$ cat config.mk
export PLATFORM = sky130hd
export DESIGN_NAME = sm4_in_pack_flat
export DESIGN_NICKNAME = d
export VERILOG_FILES = /design/src/rtl/sm4_pkg.sv /design/src/rtl/sm4_in_pack_if.sv /design/src/rtl/sm4_blk_buf.sv /design/src/rtl/sm4_in_pack.sv /design/src/flat_wrapper.sv
export SDC_FILE = /design/constraint.sdc
export NUM_CORES = 2
export LEC_CHECK = 0
export CORE_AREA = 3 3 270 537
export CTS_CLUSTER_SIZE = 24
export DETAILED_ROUTE_END_ITERATION = 8
export DIE_AREA = 0 0 273 540
export MAX_ROUTING_LAYER = met4
export PLACE_DENSITY = 0.6
export SLEW_MARGIN = 0
export SYNTH_ARGS = -nofsm -noshare
export SYNTH_HDL_FRONTEND = slang
export SYNTH_HIERARCHICAL = 1
export SYNTH_SLANG_ARGS = --single-unit
$ cat constraint.sdc
create_clock -name clk -period 14.9 [get_ports clk]
set_input_delay 2.235 -clock clk [delete_from_list [all_inputs] [get_ports clk]]
set_output_delay 2.235 -clock clk [all_outputs]
set_load 0.01 [all_outputs]
$ cat src/rtl/sm4_pkg.sv
// Shared widths, FSM states and the buffered block-plus-key payload for the SM4 input packer.
package sm4_pkg;

    localparam int unsigned SM4_WORD_W = 32;
    localparam int unsigned SM4_BLK_W  = 128;
    localparam int unsigned SM4_DEPTH  = 4;

    typedef enum logic [1:0] {
        COLLECT = 2'd0,
        DROP    = 2'd1,
        START   = 2'd2,
        BURST   = 2'd3
    } sm4_state_e;

    typedef struct packed {
        logic [SM4_BLK_W-1:0] data;
        logic [SM4_BLK_W-1:0] key;
    } sm4_blk_t;

endpackage

$ cat src/rtl/sm4_in_pack_if.sv
// 32-bit word stream with valid/ready handshake and last-word flag.
interface sm4_in_pack_if;
    import sm4_pkg::*;

    logic [SM4_WORD_W-1:0] s_data;
    logic                  s_valid;
    logic                  s_last;
    logic                  s_ready;

    modport master (output s_data, output s_valid, output s_last, input s_ready);
    modport slave  (input s_data, input s_valid, input s_last, output s_ready);

endinterface

$ cat src/rtl/sm4_blk_buf.sv
// DEPTH x (block + key) register FIFO holding one message until it is replayed.
module sm4_blk_buf
    import sm4_pkg::*;
#(
    parameter int unsigned DEPTH = SM4_DEPTH
) (
    input  logic                         clk,
    input  logic                         rst,
    input  logic                         flush,
    input  logic                         wr_en,
    input  sm4_blk_t                     wr_blk,
    input  logic                         rd_en,
    output sm4_blk_t                     rd_blk_c,
    output logic [$clog2(DEPTH+1)-1:0]   count
);

    localparam int unsigned AW = $clog2(DEPTH);
    localparam int unsigned CW = $clog2(DEPTH + 1);

    sm4_blk_t        mem [DEPTH];
    logic [AW-1:0]   wr_ptr;
    logic [AW-1:0]   rd_ptr;

    always_ff @(posedge clk) begin
        if (wr_en && !flush) begin
            mem[wr_ptr] <= wr_blk;
        end
    end

    // Pointers wrap naturally because DEPTH is a power of two.
    always_ff @(posedge clk or posedge rst) begin
        if (rst) begin
            wr_ptr <= '0;
            rd_ptr <= '0;
            count  <= '0;
        end else if (flush) begin
            wr_ptr <= '0;
            rd_ptr <= '0;
            count  <= '0;
        end else begin
            if (wr_en) begin
                wr_ptr <= wr_ptr + AW'(1);
            end
            if (rd_en) begin
                rd_ptr <= rd_ptr + AW'(1);
            end
            count <= count + CW'(wr_en) - CW'(rd_en);
        end
    end

    assign rd_blk_c = mem[rd_ptr];

endmodule

$ cat src/rtl/sm4_in_pack.sv
// Packs a 32-bit word stream into 128-bit blocks, buffers a message and replays it as an SM4 burst.
// Define SM4_IN_PACK_ZPAD_EN to zero-pad a partial final block instead of rejecting the message.
module sm4_in_pack
    import sm4_pkg::*;
#(
    parameter int unsigned DEPTH = SM4_DEPTH
) (
    input  logic                 clk,
    input  logic                 rst,
    sm4_in_pack_if.slave         s_if,
    input  logic [SM4_BLK_W-1:0] key_in,
    input  logic                 key_we,
    input  logic                 err_clr,
    output logic [SM4_BLK_W-1:0] datain,
    output logic [SM4_BLK_W-1:0] mkin,
    output logic                 start_input,
    output logic                 end_input,
    output logic                 busy,
    output logic                 err
);

    localparam int unsigned CW    = $clog2(DEPTH + 1);
    localparam int unsigned ASM_W = 3 * SM4_WORD_W;

`ifdef SM4_IN_PACK_ZPAD_EN
    localparam bit ZPAD_EN = 1'b1;
`else
    localparam bit ZPAD_EN = 1'b0;
`endif

    sm4_state_e           state_q, state_d;
    logic [1:0]           wcnt_q, wcnt_d;
    logic [ASM_W-1:0]     asm_q, asm_d;
    logic [SM4_BLK_W-1:0] key_q;
    logic                 s_ready_q;

    logic                 s_ready_d, start_d, end_d, busy_d, err_set;
    logic [SM4_BLK_W-1:0] datain_d, mkin_d;

    logic                 accept_c, blk_done_c;
    logic [SM4_BLK_W-1:0] blk_data_c;
    sm4_blk_t             wr_blk_c, rd_blk_c;
    logic                 buf_wr, buf_rd, buf_flush;
    logic [CW-1:0]        buf_count;

    assign s_if.s_ready = s_ready_q;
    assign accept_c     = s_if.s_valid && s_ready_q;
    assign blk_done_c   = (wcnt_q == 2'd3) || s_if.s_last;

    // Left-align the held words plus the incoming word; missing low-order words read as zero.
    always_comb begin
        blk_data_c = '0;
        case (wcnt_q)
            2'd0:    blk_data_c = {s_if.s_data, (3*SM4_WORD_W)'(0)};
            2'd1:    blk_data_c = {asm_q[SM4_WORD_W-1:0], s_if.s_data, (2*SM4_WORD_W)'(0)};
            2'd2:    blk_data_c = {asm_q[2*SM4_WORD_W-1:0], s_if.s_data, SM4_WORD_W'(0)};
            default: blk_data_c = {asm_q, s_if.s_data};
        endcase
    end

    // A key write in the completing cycle is the key that travels with the block.
    assign wr_blk_c.data = blk_data_c;
    assign wr_blk_c.key  = key_we ? key_in : key_q;

    sm4_blk_buf #(.DEPTH(DEPTH)) u_buf (
        .clk      (clk),
        .rst      (rst),
        .flush    (buf_flush),
        .wr_en    (buf_wr),
        .wr_blk   (wr_blk_c),
        .rd_en    (buf_rd),
        .rd_blk_c (rd_blk_c),
        .count    (buf_count)
    );

    always_comb begin
        state_d   = state_q;
        wcnt_d    = wcnt_q;
        asm_d     = asm_q;
        buf_wr    = 1'b0;
        buf_rd    = 1'b0;
        buf_flush = 1'b0;
        err_set   = 1'b0;
        end_d     = 1'b0;
        datain_d  = '0;
        mkin_d    = '0;

        case (state_q)
            COLLECT: begin
                if (accept_c) begin
                    asm_d = {asm_q[2*SM4_WORD_W-1:0], s_if.s_data};
                    if (blk_done_c) begin
                        wcnt_d = 2'd0;
                        if (s_if.s_last) begin
                            if ((wcnt_q == 2'd3) || ZPAD_EN) begin
                                buf_wr  = 1'b1;
                                state_d = START;
                            end else begin
                                err_set   = 1'b1;
                                buf_flush = 1'b1;
                            end
                        end else if (buf_count == CW'(DEPTH - 1)) begin
                            err_set   = 1'b1;
                            buf_flush = 1'b1;
                            state_d   = DROP;
                        end else begin
                            buf_wr = 1'b1;
                        end
                    end else begin
                        wcnt_d = wcnt_q + 2'd1;
                    end
                end
            end
            DROP: begin
                buf_flush = 1'b1;
                wcnt_d    = 2'd0;
                if (accept_c && s_if.s_last) begin
                    state_d = COLLECT;
                end
            end
            START: begin
                datain_d = rd_blk_c.data;
                mkin_d   = rd_blk_c.key;
                buf_rd   = 1'b1;
                end_d    = (buf_count == CW'(1));
                state_d  = BURST;
            end
            BURST: begin
                if (buf_count != '0) begin
                    datain_d = rd_blk_c.data;
                    mkin_d   = rd_blk_c.key;
                    buf_rd   = 1'b1;
                    end_d    = (buf_count == CW'(1));
                end else begin
                    state_d = COLLECT;
                end
            end
        endcase

        s_ready_d = (state_d == COLLECT) || (state_d == DROP);
        start_d   = (state_d == START);
        busy_d    = (state_d == START) || (state_d == BURST);
    end

    always_ff @(posedge clk or posedge rst) begin
        if (rst) begin
            state_q     <= COLLECT;
            wcnt_q      <= '0;
            asm_q       <= '0;
            key_q       <= '0;
            s_ready_q   <= 1'b1;
            datain      <= '0;
            mkin        <= '0;
            start_input <= 1'b0;
            end_input   <= 1'b0;
            busy        <= 1'b0;
            err         <= 1'b0;
        end else begin
            state_q     <= state_d;
            wcnt_q      <= wcnt_d;
            asm_q       <= asm_d;
            if (key_we) begin
                key_q <= key_in;
            end
            s_ready_q   <= s_ready_d;
            datain      <= datain_d;
            mkin        <= mkin_d;
            start_input <= start_d;
            end_input   <= end_d;
            busy        <= busy_d;
            if (err_set) begin
                err <= 1'b1;
            end else if (err_clr) begin
                err <= 1'b0;
            end
        end
    end

endmodule
$ cat src/flat_wrapper.sv
// flat-port wrapper written by rule: the top's interface ports become plain ports
module sm4_in_pack_flat import sm4_pkg::*;
#(
    parameter int unsigned DEPTH = SM4_DEPTH
)
  (clk, rst, key_in, key_we, err_clr, datain, mkin, start_input, end_input, busy, err, s_if_s_data, s_if_s_valid, s_if_s_last, s_if_s_ready);
  sm4_in_pack_if s_if_i ();
  input  logic clk;
  input  logic rst;
  input  logic [SM4_BLK_W-1:0] key_in;
  input  logic key_we;
  input  logic err_clr;
  output logic [SM4_BLK_W-1:0] datain;
  output logic [SM4_BLK_W-1:0] mkin;
  output logic start_input;
  output logic end_input;
  output logic busy;
  output logic err;
  input wire logic [$bits(s_if_i.s_data)-1:0] s_if_s_data;
  input wire logic [$bits(s_if_i.s_valid)-1:0] s_if_s_valid;
  input wire logic [$bits(s_if_i.s_last)-1:0] s_if_s_last;
  output wire logic [$bits(s_if_i.s_ready)-1:0] s_if_s_ready;
  assign s_if_i.s_data = s_if_s_data;
  assign s_if_i.s_valid = s_if_s_valid;
  assign s_if_i.s_last = s_if_s_last;
  assign s_if_s_ready = s_if_i.s_ready;
  sm4_in_pack #(.DEPTH(DEPTH)) u_core (.clk(clk), .rst(rst), .s_if(s_if_i), .key_in(key_in), .key_we(key_we), .err_clr(err_clr), .datain(datain), .mkin(mkin), .start_input(start_input), .end_input(end_input), .busy(busy), .err(err));
endmodule
==> results by group <==
Synth
  • Post-synth EDFFs: 1024
  • Yosys cell types: 41
  • Synth top area share: 54.6%
  • YS warnings: 6
  • Yosys reg bits: 1520
  • Net Count, Synth: 3082
  • Synth Flop Type: edfxtp_1
  • Largest area contributor in the netlist: edfxtp_1
  • Synth area leaders: edfxtp_1 (55%), dfrtp_1 (22%), mux4_2 (10%)
  • Post-Syn Instances: 2905
  • Ys async rst share: 32.6%
  • Register area share after synthesis: 76.7%
  • Syn Std Cell Area: 56300 um^2
  • Syn avg cell area: 19.4 um^2

Clocking
  • Clock sink count: 1520
  • Clk slew on worst S/H paths: 0.06 ns
  • CTS Root Cell: clkbuf_16
  • Post-CTS sizing: 0
  • Cts bufs inserted: 142
  • Postcts setup bufs: 0
  • H-Tree Depth: 4
  • Clock buffer depth: 4
  • Hold-fix buffers at CTS: 0
  • CTS tree: yes
  • Clock Latency Late Sink: 0.77 ns

Min path
  • Hold EP: u_core/asm_q[70]
  • Hold WC Path Type: reg -> reg
  • Hold wc startpoint: u_core/asm_q[38]
  • Hold Path Depth: 2

Timing
  • Period utilisation layout: 42.9%
  • FMAX: 0.156 GHz
  • Worst Skew: 0.0615 ns
  • Endpoints failing setup: 0
  • Min Tclk post-route: 6.39 ns
  • RSZ-0062 raised after global routing: no
  • Slew margin rel.: 21.7%
  • Hold Fails Final Rpt: 0
  • Slew Limit Fails: 0
  • Setup TNS: 0 ns
  • Worst-Margin Slew: 1.17 ns

Route
  • Total wire length: 126000 um
  • Final ANT Viol Nets: 0
  • DR iter-0 viols: 2133
  • Via density: 5.12
  • Initial DRT Pass Iterations: 6
  • Drt wl/cell: 23.6 um
  • Via count: 27300
  • DRC viols: 0

Global routing
  • Largest net degree at the start of global routing: 140
  • Remaining Overflow, GRT: 0
  • Vias in the first global route: 28400
  • Total track usage: 17.6%
  • First-pass GRT wire length: 190000 um
  • Initial antenna violation count: 16

Run status
  • Outcome: finished clean

Worst setup path
  • Worst Path Class, Setup: in -> reg
  • Setup slack, reg-to-reg: 10.02 ns
  • Crit-path max cell delay: 0.88 ns
  • Slowest CP cell: and2_4
  • Worst flop-to-flop path endpoint: u_core/u_buf/mem[1][90]
  • FF-to-FF path depth: 7
  • CP startpoint: s_if_s_valid
  • Worst path arrival time: 6.76 ns
  • WP data required: 15.27 ns
  • CP top delay family: buffers and inverters
  • Cell mode on critical path: buf_4
  • Worst Path Max Fanout: 138
  • Buf/Inv on CP: 4
  • Crit start category: input pin
  • Reg2Reg Launch Point: u_core/state_q[0]
  • Critical path cell sequence: clkdlybuf4s50_1 > nand4bb_4 > buf_4 > a211oi_1 > nor2b_1 > and2_4 > buf_12 > buf_4
  • CP endpoint kind: register

Layout
  • Nets: 3526
  • Layout area overhead: 18.7%
  • Most frequent cells in the layout: edfxtp_1 (1024), dfrtp_1 (493), clkdlybuf4s50_1 (425)
  • Final Util: 47.3%
  • Commonest non-fill, non-tap cell in the layout: edfxtp_1
  • Design Area, Final: 66800 um^2
  • Fraction of layout cells with a size suffix above 1: 18.7%

Power
  • Net Sw Power: 0.00278 W
  • Clock power share: 33.8%
  • Gate power share: 17.3%
  • Internal power: 0.00782 W
  • Flop pwr share: 49.0%
  • Max IR drop VDD: 116 uV
  • Power Total: 0.0106 W
  • Sw Share: 26.2%
  • Leak Pwr: 23.6 nW
  • PD cells: 159 nW/um^2

Floorplan
  • Die width: 273 um
  • Num rows: 195
  • Die height: 540 um
  • Starting density of the core: 39.8%
  • Die Area: 147000 um^2
  • Core Footprint: 141000 um^2
  • Ports: 427

Placed design
  • PortBufs: 426
  • HPWL after detailed placement: 75500 um
  • RePlAce Congestion: 0.730
  • Post-DP Area: 62300 um^2

Run
  • MaxCap Viol Count: 0
Yosys cell counts (all sizes together), types with 2 or more instances:
library cell	count
edfxtp	1024
dfrtp	495
and2	292
nand2	262
mux4	256
mux2	128
buf	114
o21ai	65
clkbuf	49
inv	43
mux2i	33
a222oi	32
a22oi	32
a22o	31
ha	10
nor2	8
nor2b	4
nand3	3
a211oi	2
a21oi	2
and4bb	2
or2	2
xnor2	2
worst reg2reg max path, stage by stage (launching register included):
cell	delay, ns
dfrtp_1	0.44
nand4bb_4	0.18
buf_4	0.64
a211oi_1	0.42
nor2b_1	0.33
and2_4	0.89
buf_12	0.63
buf_4	0.88
how the worst max path moves through the flow:
stage	slack [ns]	depth (start not counted)	endpoint
floorplan	4.99	8	u_core/u_buf/mem[0][0]
global placement	7.55	8	u_core/u_buf/mem[1][90]
detailed placement	7.51	8	u_core/u_buf/mem[1][94]
CTS	8.33	8	u_core/u_buf/mem[1][110]
global route	8.14	8	u_core/u_buf/mem[1][125]
finish	8.51	8	u_core/u_buf/mem[1][90]
cells by family (layout without fill, tap and decap cells):
family	Yosys count	in the layout	synth area share, %
muxes	417	417	13.4
and+or+nand+nor	578	578	5.25
AOI/OAI and AO/OA	170	170	2.19
buffers and inverters	206	755	2.15
adders and majority gates	11	11	0.258
xor gates and xnor gates	3	3	0.0711
other	0	12	0
DFF	1520	1520	76.7
flip-flops by register name, summed over array words and instances, names as in the netlist:
name / cells
u_core/mkin: 128
u_core/u_buf/rd_ptr: 2
u_core/end_input: 1
u_core/s_if.s_ready: 1
u_core/asm_q: 96
u_core/u_buf/mem: 1024
u_core/wcnt_q: 2
u_core/key_q: 128
u_core/state_q: 2
u_core/err: 1
u_core/u_buf/wr_ptr: 2
u_core/busy: 1
u_core/start_input: 1
u_core/u_buf/count: 3
u_core/datain: 128
power groups by stage:
stage,logic [W],registers (W),clock network [W]
2_1_floorplan,0.00110,0.00527,0
3_3_place_gp,0.00185,0.00527,0
3_5_place_dp,0.00187,0.00527,0
4_1_cts,0.00188,0.00519,0.00370
5_1_grt,0.00201,0.00523,0.00383
6_report,0.00183,0.00519,0.00358
final cells by class:
class	count	area [um^2]
fillers	11800	74500
flip-flops and latches	1520	43200
multi-input cells	1179	12000
repair buffers	463	4610
clock buffers	182	3830
well taps	1871	2340
clock inverters	67	697
inverters	43	165
diodes	12	30.0
metal layers:
metal  GRT usage [%]  up-vias  part of all wire (%)
met2            27.2      895                    48
met4            5.08        0                   2.3
met3            3.06      180                   6.1
li1                -    11900                     -
met1            24.2    14400                    43
met5               -        -                     0
per-stage QoR:
stage	hold WS (ns)	std cells	setup WS, ns
after floorplan	0.471	2905	4.99
after global placement	0.510	5076	7.55
final	0.530	5337	8.51
after global routing	0.553	5337	8.14
after CTS	0.527	5325	8.33
after detailed placement	0.511	5076	7.51
No activity file was read; power rests on OpenSTA's default activity.
